<file path="src/rtl/wifi_mac_hdr_rx.sv">
// Receive-side 802.11 MAC header parser.
// Splits one MPDU byte stream into decoded header fields and a payload stream.
module wifi_mac_hdr_rx #(
    parameter bit ADDR4_EN   = 1'b1,
    parameter bit STRICT_VER = 1'b1
) (
    input  logic        clk,
    input  logic        rst_n,
    input  logic [7:0]  s_data,
    input  logic        s_valid,
    input  logic        s_last,
    output logic        s_ready,
    output logic [7:0]  m_data,
    output logic        m_valid,
    output logic        m_last,
    input  logic        m_ready,
    output logic        hdr_valid,
    output logic [1:0]  fc_ver,
    output logic [1:0]  fc_type,
    output logic [3:0]  fc_subtype,
    output logic [7:0]  fc_flags,
    output logic [15:0] dur_id,
    output logic [47:0] addr1,
    output logic [47:0] addr2,
    output logic [47:0] addr3,
    output logic [47:0] addr4,
    output logic [15:0] seq_ctl,
    output logic        hdr_err,
    output logic [1:0]  err_code
);

    typedef enum logic [1:0] {IDLE, HDR, PAYLOAD, DROP} state_e;

    state_e       state_q, state_d;
    logic [4:0]   cnt_q, cnt_d;
    logic [239:0] sh_q, sh_d;
    logic         m_valid_q, m_last_q;
    logic [7:0]   m_data_q;
    logic         hv_q, he_q;
    logic [1:0]   err_q, err_d;
    logic [15:0]  fc_q, dur_q, seq_q;
    logic [47:0]  a1_q, a2_q, a3_q, a4_q;

    logic       rdy, acc, load_hdr, err_set;
    logic       four_addr, bad_ver, bad_type, bad_4a;
    logic [4:0] hdr_len;

    // Ready per state; the payload slice only accepts when it can hand off
    always_comb begin
        rdy = 1'b1;
        if (state_q == PAYLOAD) rdy = m_ready | ~m_valid_q;
    end

    assign s_ready = rst_n & rdy;
    assign acc     = s_valid & s_ready;

    // Next-state, header byte capture and error classification
    always_comb begin
        state_d   = state_q;
        cnt_d     = cnt_q;
        sh_d      = sh_q;
        load_hdr  = 1'b0;
        err_set   = 1'b0;
        err_d     = err_q;
        four_addr = sh_q[8] & sh_q[9];
        hdr_len   = four_addr ? 5'd30 : 5'd24;
        bad_ver   = STRICT_VER && (sh_q[1:0] != 2'b00);
        bad_type  = (sh_q[3:2] == 2'b01);
        bad_4a    = !ADDR4_EN && s_data[0] && s_data[1];
        unique case (state_q)
            IDLE: begin
                if (acc) begin
                    sh_d[7:0] = s_data;
                    if (s_last) begin
                        err_set = 1'b1;
                        err_d   = 2'd1;
                    end else begin
                        state_d = HDR;
                        cnt_d   = 5'd1;
                    end
                end
            end
            HDR: begin
                if (acc) begin
                    for (int i = 1; i < 30; i++) begin
                        if (cnt_q == 5'(i)) sh_d[i*8 +: 8] = s_data;
                    end
                    if (cnt_q < hdr_len) cnt_d = cnt_q + 5'd1;
                    if (cnt_q == 5'd1) begin
                        if (bad_ver || bad_type || bad_4a) begin
                            err_set = 1'b1;
                            err_d   = bad_ver ? 2'd2 : 2'd3;
                            state_d = s_last ? IDLE : DROP;
                        end else if (s_last) begin
                            err_set = 1'b1;
                            err_d   = 2'd1;
                            state_d = IDLE;
                        end
                    end else if (cnt_q == hdr_len - 5'd1) begin
                        load_hdr = 1'b1;
                        state_d  = s_last ? IDLE : PAYLOAD;
                    end else if (s_last) begin
                        err_set = 1'b1;
                        err_d   = 2'd1;
                        state_d = IDLE;
                    end
                end
            end
            PAYLOAD: begin
                if (acc && s_last) state_d = IDLE;
            end
            DROP: begin
                if (acc && s_last) state_d = IDLE;
            end
            default: state_d = IDLE;
        endcase
    end

    // Control state, byte counter and header shadow
    always_ff @(posedge clk or negedge rst_n) begin
        if (!rst_n) begin
            state_q <= IDLE;
            cnt_q   <= '0;
            sh_q    <= '0;
        end else begin
            state_q <= state_d;
            cnt_q   <= cnt_d;
            sh_q    <= sh_d;
        end
    end

    // Payload output register slice
    always_ff @(posedge clk or negedge rst_n) begin
        if (!rst_n) begin
            m_valid_q <= 1'b0;
            m_data_q  <= '0;
            m_last_q  <= 1'b0;
        end else if (acc && state_q == PAYLOAD) begin
            m_valid_q <= 1'b1;
            m_data_q  <= s_data;
            m_last_q  <= s_last;
        end else if (m_ready) begin
            m_valid_q <= 1'b0;
        end
    end

    // Decoded header fields, status pulses and sticky error code
    always_ff @(posedge clk or negedge rst_n) begin
        if (!rst_n) begin
            fc_q  <= '0;
            dur_q <= '0;
            a1_q  <= '0;
            a2_q  <= '0;
            a3_q  <= '0;
            a4_q  <= '0;
            seq_q <= '0;
            hv_q  <= 1'b0;
            he_q  <= 1'b0;
            err_q <= '0;
        end else begin
            hv_q <= load_hdr;
            he_q <= err_set;
            if (err_set) err_q <= err_d;
            if (load_hdr) begin
                fc_q  <= sh_d[15:0];
                dur_q <= sh_d[31:16];
                a1_q  <= sh_d[79:32];
                a2_q  <= sh_d[127:80];
                a3_q  <= sh_d[175:128];
                seq_q <= sh_d[191:176];
                a4_q  <= four_addr ? sh_d[239:192] : '0;
            end
        end
    end

    assign m_valid    = m_valid_q;
    assign m_data     = m_data_q;
    assign m_last     = m_last_q;
    assign hdr_valid  = hv_q;
    assign hdr_err    = he_q;
    assign err_code   = err_q;
    assign fc_ver     = fc_q[1:0];
    assign fc_type    = fc_q[3:2];
    assign fc_subtype = fc_q[7:4];
    assign fc_flags   = fc_q[15:8];
    assign dur_id     = dur_q;
    assign addr1      = a1_q;
    assign addr2      = a2_q;
    assign addr3      = a3_q;
    assign addr4      = a4_q;
    assign seq_ctl    = seq_q;

endmodule

</file>
<file path="config.mk">
export PLATFORM = sky130hd
export DESIGN_NAME = wifi_mac_hdr_rx
export DESIGN_NICKNAME = d
export VERILOG_FILES = /design/src/rtl/wifi_mac_hdr_rx.sv
export SDC_FILE = /design/constraint.sdc
export NUM_CORES = 1
export LEC_CHECK = 0
export BUFFER_PORTS_ARGS = -buffer_cell sky130_fd_sc_hd__buf_2
export CORE_MARGIN = 2
export CORE_UTILIZATION = 42
export DETAILED_ROUTE_END_ITERATION = 16
export PLACE_DENSITY_LB_ADDON = 0.05
export SETUP_SLACK_MARGIN = 0.3
export SYNTH_ARGS = -nofsm -noshare
export SYNTH_HDL_FRONTEND = slang
export SYNTH_SLANG_ARGS = --single-unit
export TNS_END_PERCENT = 5
</file>
<file path="constraint.sdc">
create_clock -name clk -period 4.97 [get_ports clk]
set_input_delay 0.2485 -clock clk [delete_from_list [all_inputs] [get_ports clk]]
set_output_delay 0.2485 -clock clk [all_outputs]
set_load 0.05 [all_outputs]
</file>
==> impl_metrics.env <==
export IMPL_synth_area_um2=19500
export IMPL_boundaryPins=268
export IMPL_drtIter0Drc=542
export IMPL_wl_per_cell_um=22.6
export IMPL_worstSetupStartpointType="flip-flop"
export IMPL_die_area_um2=48100
export IMPL_grt_max_degree=143
export IMPL_core_area_um2=45600
export IMPL_dr_pass1_iters=4
export IMPL_yosysWarnings=0
export IMPL_area_growth_pct=18.2
export IMPL_ir_drop_mv=0.264
export IMPL_cts_buffers=54
export IMPL_cap_violations=0
export IMPL_rr_startpoint="sh_q[9]"
export IMPL_worst_path_max_fanout=111
export IMPL_rows=78
export IMPL_fin_util=0.505
export IMPL_power_share_combinational=0.116
export IMPL_rsz0062_at_grt="no"
export IMPL_path_class="reg -> reg"
export IMPL_finalWeightedCongestion=0.725
export IMPL_dp_hpwl_um=28300
export IMPL_ys_dominant_reg_cell="dfrtp_1"
export IMPL_final_antenna_net_count=0
export IMPL_cts_root_buffer="clkbuf_16"
export IMPL_clk_pin_slew_ps=60
export IMPL_cts_resized=0
export IMPL_maxSlewHeadroom=0.274
export IMPL_syn_num_nets=1202
export IMPL_period_needed_ps=3490
export IMPL_cp_startpoint="sh_q[9]"
export IMPL_fin_cells=2083
export IMPL_finalHoldViolCount=0
export IMPL_fin_nets=1467
export IMPL_drive_above_1_share=0.532
export IMPL_swShare=0.259
export IMPL_portBuffers=267
export IMPL_synth_top_area_share=0.644
export IMPL_vias_per_cell=5.22
export IMPL_grt_overflow_total=0
export IMPL_synth_edf_count=0
export IMPL_async_reset_ff_frac=1.00
export IMPL_synth_seq_cells=501
export IMPL_cts_sinks=501
export IMPL_cts_tree="done"
export IMPL_place_area_um2=21300
export IMPL_fmax_mhz=287
export IMPL_vias=10900
export IMPL_grt_pass1_wl_um=72300
export IMPL_worst_pin_slew_ps=1090
export IMPL_critPathCaptureType="flip-flop"
export IMPL_power_leakage_nw=12.4
export IMPL_drc=0
export IMPL_synth_yosys_seq_area_share=0.644
export IMPL_synth_area_leaders="dfrtp_1 (64%), mux2_2 (22%), a32o_1 (2.6%)"
export IMPL_die_w_um=219
export IMPL_hold_path_class="in -> async"
export IMPL_grt_util_all_layers=0.200
export IMPL_fin_worst_skew_ps=15.5
export IMPL_cp_data_required_time_ps=5440
export IMPL_postCtsSetupBuffers=0
export IMPL_dieHeight_um=219
export IMPL_start_util=0.427
export IMPL_p_clk_frac=0.401
export IMPL_synth_cell_types=47
export IMPL_design_area_um2=23000
export IMPL_syn_inst=1182
export IMPL_yosysMostFrequentCell="dfrtp_1"
export IMPL_ys_top_cells_by_count="dfrtp_1 (501), mux2_2 (382), a32o_1 (50), mux2_1 (43), clkbuf_1 (36)"
export IMPL_arrival_ps=3960
export IMPL_syn_area_per_cell_um2=16.5
export IMPL_slew_viol_final=0
export IMPL_antenna_found_initial=0
export IMPL_tns_ps=0
export IMPL_grt_pass1_vias=11300
export IMPL_cts_hold_buf=3
export IMPL_p_int_w=0.00698
export IMPL_setup_viol_count_final=0
export IMPL_power_frac_seq=0.483
export IMPL_num_antenna_cells=0
export IMPL_status="finished, final reports clean"
export IMPL_switchingPower_w=0.00244
export IMPL_period_share=0.702
export IMPL_dp_cells=1988
export IMPL_clk_path_buf_depth=3
export IMPL_htreeDepth=2
export IMPL_synth_area_leader_cell="dfrtp_1"
export IMPL_power_density_nw_per_um2=409
export IMPL_clock_latency_ps=600
export IMPL_wl_um=47100
-- logic make-up (layout without fill, tap and decap cells) --
family / Yosys count / in the layout / synth area share
buffers and inverters: 81 / 382 / 0.0213
flip-flops: 501 / 501 / 0.644
AND/OR/NAND/NOR: 85 / 85 / 0.0393
AO/OA/AOI/OAI: 63 / 63 / 0.0305
multiplexers: 445 / 445 / 0.260
adder cells (fa/ha/maj): 7 / 7 / 0.00450
-- critical path, cell delays in order (launching register included) --
cell	delay (ps)
dfrtp_1	410
nand2_1	140
inv_1	70
ha_1	280
and4b_1	260
and3_2	210
nand3_2	70
buf_4	330
inv_8	600
buf_4	410
mux2_2	370
-- area by class of cell --
cell class | count | area, µm²
clock buffers | 85 | 1620
clock inverters | 7 | 41.3
fillers | 3964 | 22600
inverters | 7 | 33.8
multi-input cells | 600 | 6540
flip-flops and latches | 501 | 12500
well taps | 600 | 751
repair buffers | 283 | 1500
-- final timing paths --
path,endpoint,slack [ps],cells past startpoint
max,addr2[19],1480,10
min,err_code[1],90,2
max reg2reg,addr2[19],1480,10
min reg2reg,addr2[41],480,1
max in group asynchronous,addr1[26],1970,5
min in group clk,state_q[0],120,3
-- placed cells by master, fill, tap and decap left out, drive strengths merged, types with 2 or more instances in the layout --
cell	instances
and3b	2
nand2	15
inv	8
o21ai	2
nor2	4
mux2i	4
clkbuf	85
and4b	2
buf	280
nor2b	6
nand3	5
nand2b	9
nor4	2
clkinv	5
a21oi	2
nor4bb	2
ha	7
nand3b	2
dlygate4sd3	3
dfrtp	501
nor3	19
and3	4
nand4	6
mux2	441
or3	3
nor4b	2
a32o	50
-- through the flow --
stage          worst slack (ps)  hold WS (ps)  power, W
2_1_floorplan              2680         -47.1   0.00537
3_5_place_dp               1530          91.7   0.00572
3_3_place_gp               1590          89.2   0.00570
5_1_grt                    1310          80.6   0.00984
4_1_cts                    1510          56.8   0.00955
6_report                   1480          93.4   0.00942
-- sequential cells by signal, summed over array words and instances (netlist names), 5 cells and up --
name / count
fc_q: 16
m_data: 8
dur_id: 16
cnt_q: 5
addr3: 48
addr1: 48
addr2: 48
sh_q: 240
addr4: 48
seq_ctl: 16
-- routing by layer --
metal / part of all wire / routed length, µm / global-route usage / vias up
met1: 0.44 / 20800 / 0.269 / 5797
met4: 0.019 / 881 / 0.0532 / 0
met2: 0.48 / 22800 / 0.324 / 198
li1: - / - / - / 4805
met3: 0.057 / 2670 / 0.0470 / 64
met5: 0 / 0 / 0 / -
-- power by group through the flow --
stage / Combinational (W) / Sequential [W] / Clock [W]
6_report: 0.00110 / 0.00455 / 0.00378
5_1_grt: 0.00119 / 0.00458 / 0.00407
4_1_cts: 0.00111 / 0.00454 / 0.00390
3_5_place_dp: 0.00111 / 0.00462 / 0
3_3_place_gp: 0.00110 / 0.00460 / 0
2_1_floorplan: 0.000638 / 0.00474 / 0
(Power assumes the default switching activity.)
